==> src/rtl/estagio_operandos.sv <==
// estagio_operandos: operand fetch stage with register file, writeback bypass and single-entry output register
module estagio_operandos (
    input  logic        clk,
    input  logic        rst_n,
    input  logic        in_valid,
    output logic        in_ready,
    input  logic [4:0]  rs,
    input  logic [4:0]  rt,
    input  logic [4:0]  rd,
    input  logic [3:0]  ULAop_in,
    input  logic [5:0]  FuncCode_in,
    input  logic [31:0] imm,
    input  logic        usa_imm,
    input  logic        wb_en,
    input  logic [4:0]  wb_addr,
    input  logic [31:0] wb_data,
    input  logic        flush,
    output logic        out_valid,
    input  logic        out_ready,
    output logic [31:0] A,
    output logic [31:0] B,
    output logic [3:0]  ULAop,
    output logic [5:0]  FuncCode,
    output logic [4:0]  rd_out
);
    logic [31:0] rf_q [32];
    logic [31:0] rf_d [32];
    logic        valid_q, valid_d;
    logic [31:0] a_q, a_d, b_q, b_d;
    logic [3:0]  ula_q, ula_d;
    logic [5:0]  func_q, func_d;
    logic [4:0]  rd_q, rd_d, rs_q, rs_d, rt_q, rt_d;
    logic        imm_q, imm_d;
    logic [31:0] op_a, op_b;
    logic        capture, hold, wb_hit_a, wb_hit_b;

    assign in_ready  = !valid_q || out_ready;
    assign out_valid = valid_q;
    assign A         = a_q;
    assign B         = b_q;
    assign ULAop     = ula_q;
    assign FuncCode  = func_q;
    assign rd_out    = rd_q;

    // Register file update; index 0 is never written so it always reads 0
    always_comb begin
        rf_d = rf_q;
        if (wb_en && wb_addr != 5'd0) rf_d[wb_addr] = wb_data;
    end

    // Operand read with writeback bypass, capture/hold/refresh of the output entry
    always_comb begin
        op_a     = (rs == 5'd0) ? 32'd0 : (wb_en && wb_addr == rs) ? wb_data : rf_q[rs];
        op_b     = (rt == 5'd0) ? 32'd0 : (wb_en && wb_addr == rt) ? wb_data : rf_q[rt];
        capture  = in_valid && in_ready && !flush;
        hold     = valid_q && !out_ready;
        wb_hit_a = hold && wb_en && wb_addr != 5'd0 && wb_addr == rs_q;
        wb_hit_b = hold && wb_en && wb_addr != 5'd0 && wb_addr == rt_q && !imm_q;
        valid_d  = flush ? 1'b0 : capture ? 1'b1 : (valid_q && out_ready) ? 1'b0 : valid_q;
        a_d      = capture ? op_a : wb_hit_a ? wb_data : a_q;
        b_d      = capture ? (usa_imm ? imm : op_b) : wb_hit_b ? wb_data : b_q;
        ula_d    = capture ? ULAop_in : ula_q;
        func_d   = capture ? FuncCode_in : func_q;
        rd_d     = capture ? rd : rd_q;
        rs_d     = capture ? rs : rs_q;
        rt_d     = capture ? rt : rt_q;
        imm_d    = capture ? usa_imm : imm_q;
    end

    // Register file storage, cleared by reset
    always_ff @(posedge clk or negedge rst_n) begin
        if (!rst_n) begin
            for (int i = 0; i < 32; i++) rf_q[i] <= 32'd0;
        end else begin
            rf_q <= rf_d;
        end
    end

    // Pipeline output register
    always_ff @(posedge clk or negedge rst_n) begin
        if (!rst_n) begin
            valid_q <= 1'b0;
            a_q     <= 32'd0;
            b_q     <= 32'd0;
            ula_q   <= 4'd0;
            func_q  <= 6'd0;
            rd_q    <= 5'd0;
            rs_q    <= 5'd0;
            rt_q    <= 5'd0;
            imm_q   <= 1'b0;
        end else begin
            valid_q <= valid_d;
            a_q     <= a_d;
            b_q     <= b_d;
            ula_q   <= ula_d;
            func_q  <= func_d;
            rd_q    <= rd_d;
            rs_q    <= rs_d;
            rt_q    <= rt_d;
            imm_q   <= imm_d;
        end
    end
endmodule
==> config.mk <==
export PLATFORM = sky130hd
export DESIGN_NAME = estagio_operandos
export DESIGN_NICKNAME = d
export VERILOG_FILES = /design/src/rtl/estagio_operandos.sv
export SDC_FILE = /design/constraint.sdc
export NUM_CORES = 2
export LEC_CHECK = 0
export CORE_AREA = 10 10 336 338
export CTS_BUF_LIST = sky130_fd_sc_hd__clkbuf_4 sky130_fd_sc_hd__clkbuf_8
export DETAILED_ROUTE_END_ITERATION = 10
export DIE_AREA = 0 0 346 348
export GPL_TIMING_DRIVEN = 1
export MAX_ROUTING_LAYER = met4
export PLACE_DENSITY = 0.71
export SYNTH_ARGS = -nofsm -noshare
export SYNTH_HDL_FRONTEND = slang
export SYNTH_SLANG_ARGS = --single-unit
==> constraint.sdc <==
create_clock -name clk -period 2.4 [get_ports clk]
set_input_delay 0.36 -clock clk [delete_from_list [all_inputs] [get_ports clk]]
set_output_delay 0.36 -clock clk [all_outputs]
set_load 0.02 [all_outputs]
==> metrics <==
WL/cell=32.30 µm; DIE AREA=0.1204 mm²; reg2reg path depth=7; number of DRC markers in iteration 0=4623; IO buf count=181; postcts setup bufs=0; fillers=7543; fin area=0.06974 mm²; fraction of layout cells with a size suffix above 1=46.66%; Seq cells post-synth=1115; period utilisation layout=97.97%; gr ovfl total=0; Req. time, crit path=2040 ps; Post-Syn Area per Cell=14.88 µm²; global-route wire length before repair=280600 µm; Slowest cell on crit path=clkdlybuf4s50_1; met2 wire length=88560 µm; top-level I/O count=182; Post-Syn Instances=3960; Top delay family on crit path=buffers and inverters; Mapped Nets=4061; RSZ-0062 raised after global routing=false; CTS clk-pin slew, worst paths=70 ps; Routed Wire Length=189800 µm; kind of start point of the critical path=flop; Fin. Hold Viols=0; initial antenna violation count=11; CP max stage delay=650 ps; DP HPWL=125900 µm; highest clock rate=425.3 MHz; Leak=30.92 nW; Syn Std Cell Area=0.05891 mm²; Least-Margin Pin Slew=756.8 ps; die height=348 µm; WP data arrival=1990 ps; relative slew slack=49.39%; met3 WL post-DR=17970 µm; sequential cell area=0.02790 mm²; Vias/cell=6.773; FFs w/ async S/R, synth=100.0%; CTS tree=done; Crit path depth=1; Max Buffers Root-to-Sink=3; PwrDens=788.4 mW/mm²; most frequent cells in the layout=dfrtp_1 (1115), mux2_2 (744), mux4_2 (510); setup violators final=0; Synth-to-Final Area Change=18.40%; Top FF cell, synth=dfrtp_1; htree depth=4; dpl cell area=0.06568 mm²; CTS Buf Count=185; worst min-delay path class=primary input to flop; CP Cell Sequence=clkdlybuf4s50_1; Initial DRT Pass Iterations=5; critical path endpoint category=output pin; number of global-route vias before repair=40991; highest routed layer=met4; Yosys warning total=0; post-synthesis sequential area ratio=47.37%; Post-synth EDFFs=0; largest net degree at the start of global routing=95; DIE WIDTH=346 µm; Multi-input gate area=0.02918 mm²; Crit Path Class=flop to output pin; DRC viols=0; commonest non-fill, non-tap cell in the layout=dfrtp_1; worst path bufs/invs=1; worst skew pair latency=900 ps; total power=54.98 mW; Unique masters post-synth=51; root buf cell=clkbuf_8; maximum vdd drop=0.0004451 V; WL met1=76840 µm; Max Cap Violations=0; Hold Path Cell Cnt=3; vias=39791; Final nets=4433; outcome=complete, no violations; CTS sink count=1115; gpl congestion=0.9177; Initial Util=55.42%; Pins Over Slew Limit=0; Detail Route Antenna Nets=0; Final min period=2351 ps; Fin Clk Skew=57.27 ps; Core Area=0.1063 mm²; Overall Global Routing Usage=32.30%; Site Rows=120; CP max FO=2
final timing paths:
kind	slack, ps	to	from
setup / recovery	50	A[12]	A[12]
hold / removal	50	FuncCode[1]	FuncCode_in[1]
setup reg to reg	300	A[21]	out_valid
hold reg to reg	390	rf_q[1013]	rf_q[1013]
max in group asynchronous	430	rf_q[864]	rst_n
min in group asynchronous	550	rf_q[422]	rst_n
layout make-up:
| class | count | area share [%] |
|---|---|---|
| inverters | 3 | 0.01615 |
| well taps | 1403 | 2.517 |
| diodes | 8 | 0.02870 |
| repair buffers | 625 | 10.08 |
| flip-flops and latches | 1115 | 40.01 |
| clock buffers | 294 | 5.219 |
| clock inverters | 25 | 0.2996 |
| multi-input cells | 2402 | 41.83 |
through the flow:
stage | cells | hold WS (ps) | utilization, % | setup slack, ps | TNS, ps
6_report | 5875 | 48.27 | 65.61 | 48.70 | 0
5_1_grt | 5874 | 52.04 | 65.61 | 14.32 | 0
4_1_cts | 5867 | 0.8298 | 65.59 | 5.124 | 0
3_5_place_dp | 5527 | 311.8 | 61.79 | -201.9 | -16900
3_3_place_gp | 5527 | 310.1 | 61.79 | -160.5 | -9010
2_1_floorplan | 3960 | 64.41 | - | 394.5 | 0
kinds of logic (layout without fill, tap and decap cells):
kind of cell           count (synthesis)  after routing  synth area share [%]
AO/OA/AOI/OAI                        295            295                 3.668
XOR/XNOR                              20             20                0.2973
multiplexers                        1739           1739                 42.46
flip-flops                          1115           1115                 47.37
AND/OR/NAND/NOR                      348            348                 2.655
buffers and inverters                443            947                 3.558
other                                  0              8                     0
where the power goes:
group / internal (mW) / switching [mW]
Combinational: 7.20 / 5.03
Clock: 9.69 / 7.94
Sequential: 22.4 / 2.74
Total: 39.3 / 15.7
Yosys cell counts, types with 2 or more instances:
cell / count / area [µm²]
nand2_1: 203 / 762.0
mux2_2: 744 / 8378
inv_1: 2 / 7.510
a221oi_2: 19 / 285.3
nor2_2: 5 / 31.28
clkbuf_1: 203 / 762.0
buf_4: 61 / 457.9
xor2_1: 16 / 140.1
nand3_1: 61 / 305.3
and3_1: 2 / 12.51
o21ai_1: 50 / 250.2
nor2b_1: 10 / 62.56
nand3b_1: 5 / 37.54
a21oi_1: 37 / 185.2
o22ai_1: 2 / 12.51
nor3_1: 6 / 30.03
mux4_2: 510 / 11490
nand4_1: 8 / 50.05
xnor2_1: 4 / 35.03
mux2_1: 233 / 2624
buf_1: 43 / 161.4
a31oi_1: 2 / 12.51
nor2_1: 30 / 112.6
nor4_1: 2 / 12.51
mux2i_1: 252 / 2522
dfrtp_1: 1115 / 27900
and2_1: 5 / 31.28
a221oi_1: 19 / 166.4
a22oi_1: 137 / 1028
a32o_1: 3 / 30.03
nor3b_2: 4 / 50.05
o21ai_0: 18 / 90.09
buf_6: 6 / 67.56
buf_2: 126 / 630.6
registers in the layout (all words and copies together), names as in the netlist, 4 cells and up:
| signal | flops |
|---|---|
| rf_q | 1024 |
| A | 32 |
| B | 32 |
| FuncCode | 6 |
| rd_out | 5 |
| rs_q | 5 |
| rt_q | 5 |
| ULAop | 4 |
per-layer routing:
metal  vias up  global-route usage [%]
met5         -                       -
met1     21395                   42.71
met3       378                   8.234
met4         0                   11.29
li1      15950                       -
met2      2068                   48.65
repair_timing:
item,in CTS,in global routing
hold buffers,21,0
endpoints found under the hold margin,726,0
resized for setup,13,1
setup endpoints to repair,13,1
pin swaps,0,0
Power figures use the tool's default switching activity.
